==> config.mk <==
export PLATFORM = sky130hd
export DESIGN_NAME = i2c_target_ctrl_flat
export DESIGN_NICKNAME = d
export VERILOG_FILES = /design/src/rtl/i2c_target_ctrl_if.sv /design/src/rtl/i2c_target_ctrl.sv /design/src/flat_wrapper.sv
export SDC_FILE = /design/constraint.sdc
export NUM_CORES = 1
export LEC_CHECK = 0
export BUFFER_PORTS_ARGS = -buffer_cell sky130_fd_sc_hd__buf_2
export CAP_MARGIN = 20
export CORE_MARGIN = 10
export CORE_UTILIZATION = 49
export CTS_CLUSTER_DIAMETER = 100
export CTS_CLUSTER_SIZE = 14
export DETAILED_ROUTE_END_ITERATION = 10
export PLACE_DENSITY = 0.69
export SLEW_MARGIN = 10
export SYNTH_ARGS = -nofsm -noshare
export SYNTH_HDL_FRONTEND = slang
export SYNTH_SLANG_ARGS = --single-unit
==> constraint.sdc <==
create_clock -name clk -period 2.47 [get_ports clk]
set_input_delay 0.3705 -clock clk [delete_from_list [all_inputs] [get_ports clk]]
set_output_delay 0.3705 -clock clk [all_outputs]
set_load 0.02 [all_outputs]
==> src/rtl/i2c_target_ctrl_if.sv <==
// I2C target bundle: open-drain pad pins, local byte handshake and bus status.
// slave modport: the target controller; master modport: pad ring / local logic / bench.
// Pad inputs are async to clk; the target synchronises them internally.
interface i2c_target_ctrl_if;
  logic       scl_in;
  logic       sda_in;
  logic       scl_out;
  logic       scl_oe;
  logic       sda_out;
  logic       sda_oe;
  logic       wr_valid;
  logic [7:0] wr_data;
  logic       rd_req;
  logic       rd_ack;
  logic [7:0] rd_data;
  logic       start_det;
  logic       stop_det;
  logic       busy;

  modport slave (
    input  scl_in, sda_in, rd_ack, rd_data,
    output scl_out, scl_oe, sda_out, sda_oe, wr_valid, wr_data, rd_req,
           start_det, stop_det, busy
  );

  modport master (
    output scl_in, sda_in, rd_ack, rd_data,
    input  scl_out, scl_oe, sda_out, sda_oe, wr_valid, wr_data, rd_req,
           start_det, stop_det, busy
  );
endinterface

==> src/rtl/i2c_target_ctrl.sv <==
// I2C target: 7-bit address match, byte write sink / byte read source, open-drain pad drive.
// Latency: pad -> event ~5 clk (2 sync + FILT_CYCLES filter); wr_valid 1 clk after 8th SCL rise.
// Backpressure: with I2C_CLK_STRETCH_EN, SCL is held low until rd_ack supplies the read byte;
//   without it rd_ack is ignored and rd_data must be valid 1 clk after the rd_req pulse.
// Ports: clk, rst_n (async active-low), bus (i2c_target_ctrl_if.slave: pads, wr_*/rd_*, status).
// Optional macro: I2C_CLK_STRETCH_EN.
module i2c_target_ctrl #(
  parameter logic [6:0] TARGET_ADDR = 7'h50,
  parameter int         FILT_CYCLES = 3
) (
  input logic             clk,
  input logic             rst_n,
  i2c_target_ctrl_if.slave bus
);

`ifdef I2C_CLK_STRETCH_EN
  localparam bit STRETCH_EN = 1'b1;
`else
  localparam bit STRETCH_EN = 1'b0;
`endif

  localparam int CW = (FILT_CYCLES > 1) ? $clog2(FILT_CYCLES) : 1;

  typedef enum logic [2:0] {
    IDLE, ADDR, ADDR_ACK, WR_DATA, WR_ACK, RD_DATA, RD_ACK, IGNORE
  } state_t;

  // ---------------- input conditioning ----------------
  logic [1:0]    scl_sync, sda_sync;
  logic [CW-1:0] scl_cnt, sda_cnt;
  logic          scl_f, sda_f, scl_q, sda_q;

  // A synced level replaces the filtered one only after FILT_CYCLES equal samples.
  always_ff @(posedge clk or negedge rst_n) begin
    if (!rst_n) begin
      scl_sync <= 2'b11;
      sda_sync <= 2'b11;
      scl_cnt  <= '0;
      sda_cnt  <= '0;
      scl_f    <= 1'b1;
      sda_f    <= 1'b1;
      scl_q    <= 1'b1;
      sda_q    <= 1'b1;
    end else begin
      scl_sync <= {scl_sync[0], bus.scl_in};
      sda_sync <= {sda_sync[0], bus.sda_in};
      if (scl_sync[1] == scl_f) scl_cnt <= '0;
      else if (scl_cnt == CW'(FILT_CYCLES - 1)) begin
        scl_f   <= scl_sync[1];
        scl_cnt <= '0;
      end else scl_cnt <= scl_cnt + CW'(1);
      if (sda_sync[1] == sda_f) sda_cnt <= '0;
      else if (sda_cnt == CW'(FILT_CYCLES - 1)) begin
        sda_f   <= sda_sync[1];
        sda_cnt <= '0;
      end else sda_cnt <= sda_cnt + CW'(1);
      scl_q <= scl_f;
      sda_q <= sda_f;
    end
  end

  logic scl_rise, scl_fall, start_ev, stop_ev;
  assign scl_rise = scl_f & ~scl_q;
  assign scl_fall = ~scl_f & scl_q;
  assign start_ev = scl_f & scl_q & sda_q & ~sda_f;
  assign stop_ev  = scl_f & scl_q & ~sda_q & sda_f;

  // ---------------- protocol FSM ----------------
  state_t     state;
  logic [3:0] bit_cnt;
  logic [7:0] rx_sr, tx_sr, wr_data_q;
  logic       rw, tx_vld, wr_pend, rel_pend;
  logic       sda_oe_q, scl_oe_q, wr_valid_q, rd_req_q, start_q, stop_q, busy_q;

  // cap: the clk where rd_data is taken. avail/next_byte let an RD_ACK fall that
  // coincides with the capture use rd_data directly instead of stretching.
  logic       cap, avail;
  logic [7:0] next_byte;
  assign cap       = rd_req_q & (bus.rd_ack | ~STRETCH_EN);
  assign avail     = tx_vld | cap;
  assign next_byte = tx_vld ? tx_sr : bus.rd_data;

  always_ff @(posedge clk or negedge rst_n) begin
    if (!rst_n) begin
      state      <= IDLE;
      bit_cnt    <= '0;
      rx_sr      <= '0;
      tx_sr      <= '0;
      wr_data_q  <= '0;
      rw         <= 1'b0;
      tx_vld     <= 1'b0;
      wr_pend    <= 1'b0;
      rel_pend   <= 1'b0;
      sda_oe_q   <= 1'b0;
      scl_oe_q   <= 1'b0;
      wr_valid_q <= 1'b0;
      rd_req_q   <= 1'b0;
      start_q    <= 1'b0;
      stop_q     <= 1'b0;
      busy_q     <= 1'b0;
    end else begin
      wr_valid_q <= 1'b0;
      start_q    <= 1'b0;
      stop_q     <= 1'b0;
      wr_pend    <= 1'b0;
      rel_pend   <= 1'b0;

      if (cap) begin
        rd_req_q <= 1'b0;
        rel_pend <= 1'b1;
        tx_sr    <= bus.rd_data;
        // Already in RD_DATA means the bit-7 fall has passed: drive now.
        if (state == RD_DATA) sda_oe_q <= ~bus.rd_data[7];
        else                  tx_vld   <= 1'b1;
      end
      // SCL is let go one clk after the byte lands so SDA leads the rising edge.
      if (rel_pend) scl_oe_q <= 1'b0;
      if (wr_pend) begin
        wr_data_q  <= rx_sr;
        wr_valid_q <= 1'b1;
      end

      if (start_ev || stop_ev) begin
        state    <= start_ev ? ADDR : IDLE;
        bit_cnt  <= '0;
        sda_oe_q <= 1'b0;
        scl_oe_q <= 1'b0;
        rd_req_q <= 1'b0;
        tx_vld   <= 1'b0;
        busy_q   <= start_ev;
        start_q  <= start_ev;
        stop_q   <= stop_ev;
      end else begin
        case (state)
          ADDR, WR_DATA: begin
            if (scl_rise) begin
              rx_sr   <= {rx_sr[6:0], sda_f};
              bit_cnt <= bit_cnt + 4'd1;
              if (state == WR_DATA && bit_cnt == 4'd7) wr_pend <= 1'b1;
            end else if (scl_fall && bit_cnt == 4'd8) begin
              bit_cnt <= '0;
              if (state == WR_DATA) begin
                sda_oe_q <= 1'b1;
                state    <= WR_ACK;
              end else if (rx_sr[7:1] == TARGET_ADDR) begin
                rw       <= rx_sr[0];
                sda_oe_q <= 1'b1;
                state    <= ADDR_ACK;
              end else state <= IGNORE;
            end
          end
          ADDR_ACK: if (scl_fall) begin
            sda_oe_q <= 1'b0;
            bit_cnt  <= '0;
            if (rw) begin
              // First read byte is requested here; SDA follows on capture.
              state    <= RD_DATA;
              rd_req_q <= 1'b1;
              if (STRETCH_EN) scl_oe_q <= 1'b1;
            end else state <= WR_DATA;
          end
          WR_ACK: if (scl_fall) begin
            sda_oe_q <= 1'b0;
            state    <= WR_DATA;
          end
          RD_DATA: if (scl_fall) begin
            if (bit_cnt == 4'd7) begin
              sda_oe_q <= 1'b0;
              bit_cnt  <= '0;
              state    <= RD_ACK;
            end else begin
              tx_sr    <= {tx_sr[6:0], 1'b0};
              sda_oe_q <= ~tx_sr[6];
              bit_cnt  <= bit_cnt + 4'd1;
            end
          end
          RD_ACK: begin
            if (scl_rise) begin
              if (!sda_f) rd_req_q <= 1'b1;
              else        state    <= IGNORE;
            end else if (scl_fall) begin
              state   <= RD_DATA;
              bit_cnt <= '0;
              tx_vld  <= 1'b0;
              if (avail) begin
                tx_sr    <= next_byte;
                sda_oe_q <= ~next_byte[7];
              end else if (STRETCH_EN) scl_oe_q <= 1'b1;
            end
          end
          default: ;
        endcase
      end
    end
  end

  assign bus.scl_out   = 1'b0;
  assign bus.sda_out   = 1'b0;
  assign bus.scl_oe    = scl_oe_q;
  assign bus.sda_oe    = sda_oe_q;
  assign bus.wr_valid  = wr_valid_q;
  assign bus.wr_data   = wr_data_q;
  assign bus.rd_req    = rd_req_q;
  assign bus.start_det = start_q;
  assign bus.stop_det  = stop_q;
  assign bus.busy      = busy_q;

endmodule
==> src/flat_wrapper.sv <==
// flat-port wrapper written by rule: the top's interface ports become plain ports
module i2c_target_ctrl_flat 
#(
  parameter logic [6:0] TARGET_ADDR = 7'h50,
  parameter int         FILT_CYCLES = 3
)
  (clk, rst_n, bus_scl_in, bus_sda_in, bus_rd_ack, bus_rd_data, bus_scl_out, bus_scl_oe, bus_sda_out, bus_sda_oe, bus_wr_valid, bus_wr_data, bus_rd_req, bus_start_det, bus_stop_det, bus_busy);
  i2c_target_ctrl_if bus_i ();
  input logic clk;
  input logic rst_n;
  input wire logic [$bits(bus_i.scl_in)-1:0] bus_scl_in;
  input wire logic [$bits(bus_i.sda_in)-1:0] bus_sda_in;
  input wire logic [$bits(bus_i.rd_ack)-1:0] bus_rd_ack;
  input wire logic [$bits(bus_i.rd_data)-1:0] bus_rd_data;
  output wire logic [$bits(bus_i.scl_out)-1:0] bus_scl_out;
  output wire logic [$bits(bus_i.scl_oe)-1:0] bus_scl_oe;
  output wire logic [$bits(bus_i.sda_out)-1:0] bus_sda_out;
  output wire logic [$bits(bus_i.sda_oe)-1:0] bus_sda_oe;
  output wire logic [$bits(bus_i.wr_valid)-1:0] bus_wr_valid;
  output wire logic [$bits(bus_i.wr_data)-1:0] bus_wr_data;
  output wire logic [$bits(bus_i.rd_req)-1:0] bus_rd_req;
  output wire logic [$bits(bus_i.start_det)-1:0] bus_start_det;
  output wire logic [$bits(bus_i.stop_det)-1:0] bus_stop_det;
  output wire logic [$bits(bus_i.busy)-1:0] bus_busy;
  assign bus_i.scl_in = bus_scl_in;
  assign bus_i.sda_in = bus_sda_in;
  assign bus_i.rd_ack = bus_rd_ack;
  assign bus_i.rd_data = bus_rd_data;
  assign bus_scl_out = bus_i.scl_out;
  assign bus_scl_oe = bus_i.scl_oe;
  assign bus_sda_out = bus_i.sda_out;
  assign bus_sda_oe = bus_i.sda_oe;
  assign bus_wr_valid = bus_i.wr_valid;
  assign bus_wr_data = bus_i.wr_data;
  assign bus_rd_req = bus_i.rd_req;
  assign bus_start_det = bus_i.start_det;
  assign bus_stop_det = bus_i.stop_det;
  assign bus_busy = bus_i.busy;
  i2c_target_ctrl #(.TARGET_ADDR(TARGET_ADDR), .FILT_CYCLES(FILT_CYCLES)) u_core (.clk(clk), .rst_n(rst_n), .bus(bus_i));
endmodule
==> results.txt <==
----------------------------------------------------
[Clocking]
  Clock-pin slew on the worst setup and hold paths ... 0.10 ns
  TritonCTS buffer count ... 5
  Root Buffer Master ... sky130_fd_sc_hd__clkbuf_8
  Clock Sinks ... 52
  Number of buffers between clock root and the deepest sink ... 2
  Htree depth ... 2
  Post-CTS setup buffer count ... 0
  CTS tree ... done
  Later-pin clock latency in the skew report ... 0.31 ns

[Layout]
  Antenna diode instance count ... 0
  Final net count ... 283
  Share of cells above drive strength 1 ... 0.2895
  Area growth from synthesis to final layout ... 11.67%
  Final core area utilization ... 0.5708

[Drt]
  Via/cell ratio ... 5.774
  Aggregate routed wire length ... 5.181 mm
  Routed met2 length ... 2.434 mm
  Post-route DRC ... 0
  Total via count in the routed design ... 1940
  Antenna viol nets, final ... 0
  Violation count after the first detailed-route iteration ... 161
  Drt first pass iters ... 5
  Uppermost signal routing layer after detailed routing ... met4
  Length of routed wiring on met1 ... 2.248 mm
  Routed len/inst ... 15.42 um
  Routed met3 length ... 409 um

[Worst setup path]
  Worst setup path class ... reg -> reg
  Crit path launch type ... flip-flop
  R2r worst-path depth ... 7
  Reg2reg end ... u_core.state[0]
  Worst-path fanout max ... 7
  Worst r2r src ... u_core.scl_f
  Crit path cell chain ... inv_1 > ha_1 > nand2_1 > nor3_1 > a2111oi_0 > a211o_1 > o31a_1
  Family with the most delay on the worst path ... compound AO/OA/AOI/OAI gates
  Buffers and inverters on the worst path ... 1
  Worst path max stage delay ... 0.59 ns
  Arrival @ worst endpoint ... 2.46 ns
  Required @ worst endpoint ... 2.72 ns
  Highest-delay cell along the critical path ... sky130_fd_sc_hd__dfstp_2
  Flop2flop setup slack ... 0.26 ns
  Endpoint kind of the worst setup timing path ... flip-flop

[Timing]
  Count of final max-slew check failures ... 0
  Skew final ... 0.005874 ns
  Measured slew at the worst slew-check pin ... 0.4750 ns
  Crit share post-route ... 0.8962
  Final hold slack ... 0.1512 ns
  Final hold violations ... 0
  Total Negative Setup Slacks ... 0 ns
  Min Tclk post-route ... 2.214 ns
  Setup repair after global routing missed its margin ... no
  Final worst-path setup slack ... 0.2563 ns
  Highest clock rate ... 0.4517 GHz
  Count of endpoints failing setup in the final report ... 0
  Rel. slew slack ... 0.6752

[Placed design]
  Final HPWL from detailed placement ... 3.726 mm
  Worst Setup Slack post-DPL ... 0.2944 ns
  IO buf count ... 25
  RD Place Congestion ... 0.9188

[Logic synthesis]
  Area fraction of the dominant cell type after synthesis ... 0.4190
  Number of distinct library cells after synthesis ... 55
  Largest area contributor in the synthesized netlist ... sky130_fd_sc_hd__dfrtp_1
  Count of synthesis-stage warnings from yosys ... 0
  Largest cells by area after synthesis ... sky130_fd_sc_hd__dfrtp_1, sky130_fd_sc_hd__mux2_2, sky130_fd_sc_hd__dfstp_2
  Post-synth EDFFs ... 0
  Share of the yosys chip area belonging to registers ... 0.4990
  Post-synthesis sequential element count ... 52
  Cell area after synthesis ... 0.002628 mm^2
  Post-Syn Instances ... 234
  Async set or reset register ratio after synthesis ... 1.000
  Most used standard cell by instance count after synthesis ... sky130_fd_sc_hd__dfrtp_1
  Average instance area after synthesis ... 11.23 um^2
  Top cell types by occurrence after synthesis ... sky130_fd_sc_hd__dfrtp_1, sky130_fd_sc_hd__mux2_2, sky130_fd_sc_hd__o21ai_0, sky130_fd_sc_hd__nor3_1
  Leading register cell type out of synthesis ... sky130_fd_sc_hd__dfrtp_1

[Floorplanning]
  Die boundary width ... 93.23 um
  Floorplan Core Area ... 0.005140 mm^2
  Full die area ... 0.008691 mm^2
  Std cell rows ... 26
  Starting density of the core ... 0.5112
  Die H ... 93.23 um
  Ports ... 30

[Pwr]
  Reported leakage power ... 1.315 nW
  Peak supply drop ... 519.4 uV
  Tot Pwr ... 2.432 mW
  PD cells ... 828.7 mW/mm^2

[Run status]
  Outcome ... completed

[GRT]
  Global-route wire length before repair ... 8.776 mm
  Largest net degree at the start of global routing ... 30
  Remaining global-route overflow ... 0
  Vias in the first global route ... 1891
  Number of antenna violations at the first check in global routing ... 0
  GRT Total Usage ... 0.1239

[Flow run]
  Max-cap viol count ... 0

[Worst hold path]
  Classification of the worst-slack hold path ... in -> reg
  Worst hold path endpoint ... u_core.scl_sync[0]
  Worst hold path startpoint ... bus_scl_in
  Hold Path Depth ... 1

----------------------------------------------------
[cell usage in the layout, fill, tap and decap left out, types with 2 or more instances in the layout]
cell	count
sky130_fd_sc_hd__nand2b_1	2
sky130_fd_sc_hd__buf_2	25
sky130_fd_sc_hd__xnor2_1	2
sky130_fd_sc_hd__mux2i_1	10
sky130_fd_sc_hd__nand2_1	10
sky130_fd_sc_hd__a22oi_1	9
sky130_fd_sc_hd__nor2_1	9
sky130_fd_sc_hd__nor3b_1	2
sky130_fd_sc_hd__clkbuf_8	5
sky130_fd_sc_hd__a211oi_1	3
sky130_fd_sc_hd__o2111ai_1	2
sky130_fd_sc_hd__o21ai_0	15
sky130_fd_sc_hd__nor3_1	12
sky130_fd_sc_hd__a31oi_1	5
sky130_fd_sc_hd__nor2b_1	5
sky130_fd_sc_hd__a211o_1	3
sky130_fd_sc_hd__inv_1	10
sky130_fd_sc_hd__buf_4	9
sky130_fd_sc_hd__a21oi_1	6
sky130_fd_sc_hd__nand3b_1	4
sky130_fd_sc_hd__ha_1	5
sky130_fd_sc_hd__dfstp_2	8
sky130_fd_sc_hd__and2b_1	2
sky130_fd_sc_hd__mux2_2	19
sky130_fd_sc_hd__conb_1	3
sky130_fd_sc_hd__dfrtp_1	44
sky130_fd_sc_hd__nand3_1	7
[routing by layer]
layer,up-vias,track usage
li1,918,-
met1,925,0.1537
met2,83,0.1914
met3,14,0.04317
met4,0,0.05141
met5,-,0
[state kept, by name (all words and copies together) (netlist names), 2 cells and up]
signal and count:
u_core.sda_cnt 2, u_core.bit_cnt 4, u_core.tx_sr 8, u_core.state 3, u_core.sda_sync 2, u_core.scl_cnt 2
u_core.rx_sr 8, u_core.scl_sync 2, u_core.bus.wr_data 8
[worst max path at each step]
stage            startpoint                end  slack, ns  depth (start not counted)
2_1_floorplan  u_core.scl_q  u_core.bit_cnt[3]       0.51                          7
3_3_place_gp   u_core.scl_f    u_core.state[0]       0.33                          7
3_5_place_dp   u_core.scl_f  u_core.bit_cnt[3]       0.29                          7
4_1_cts        u_core.scl_f  u_core.bit_cnt[3]       0.27                          7
5_1_grt        u_core.scl_f    u_core.state[0]       0.13                          7
6_report       u_core.scl_f    u_core.state[0]       0.26                          7
[metrics by stage]
step                cell area [um^2]  instances
finish                          2934        336
global route                    2934        336
CTS                             2934        336
detailed placement              2834        327
global placement                2834        327
floorplan                       2635        236
[what timing repair did]
item	CTS	global route
hold buffers	1	0
endpoints found under the hold margin	1	0
gates resized for setup	0	0
[cell families (layout without fill, tap and decap cells)]
family / Yosys count / after routing / share of synthesized area
fa+ha+maj: 5 / 5 / 0.02381
buf+inv: 24 / 54 / 0.04666
mux: 29 / 29 / 0.1195
simple gates: 62 / 62 / 0.1329
compound gates: 57 / 57 / 0.1562
flops: 52 / 52 / 0.4990
other cells: 1 / 3 / 0.001427
xor+xnor: 4 / 4 / 0.02048
[worst register-to-register path: stages, from the launching register on]
cell,delay (ns)
sky130_fd_sc_hd__dfstp_2,0.59
sky130_fd_sc_hd__inv_1,0.07
sky130_fd_sc_hd__ha_1,0.28
sky130_fd_sc_hd__nand2_1,0.32
sky130_fd_sc_hd__nor3_1,0.11
sky130_fd_sc_hd__a2111oi_0,0.50
sky130_fd_sc_hd__a211o_1,0.17
sky130_fd_sc_hd__o31a_1,0.12
[area by class of cell]
class	count	area, um^2
Inverter	11	41.29
Clock buffer	5	68.82
Clock inverter	3	21.27
Multi-Input combinational cell	160	1201
Fill cell	490	2206
Tap cell	70	87.58
Sequential cell	52	1311
Timing Repair Buffer	35	202.7
[power by group]
part	internal, mW	switching [mW]
Sequential	1.03	0.179
Clock	0.201	0.287
Combinational	0.332	0.401
No activity file was read; power rests on OpenSTA's default activity.
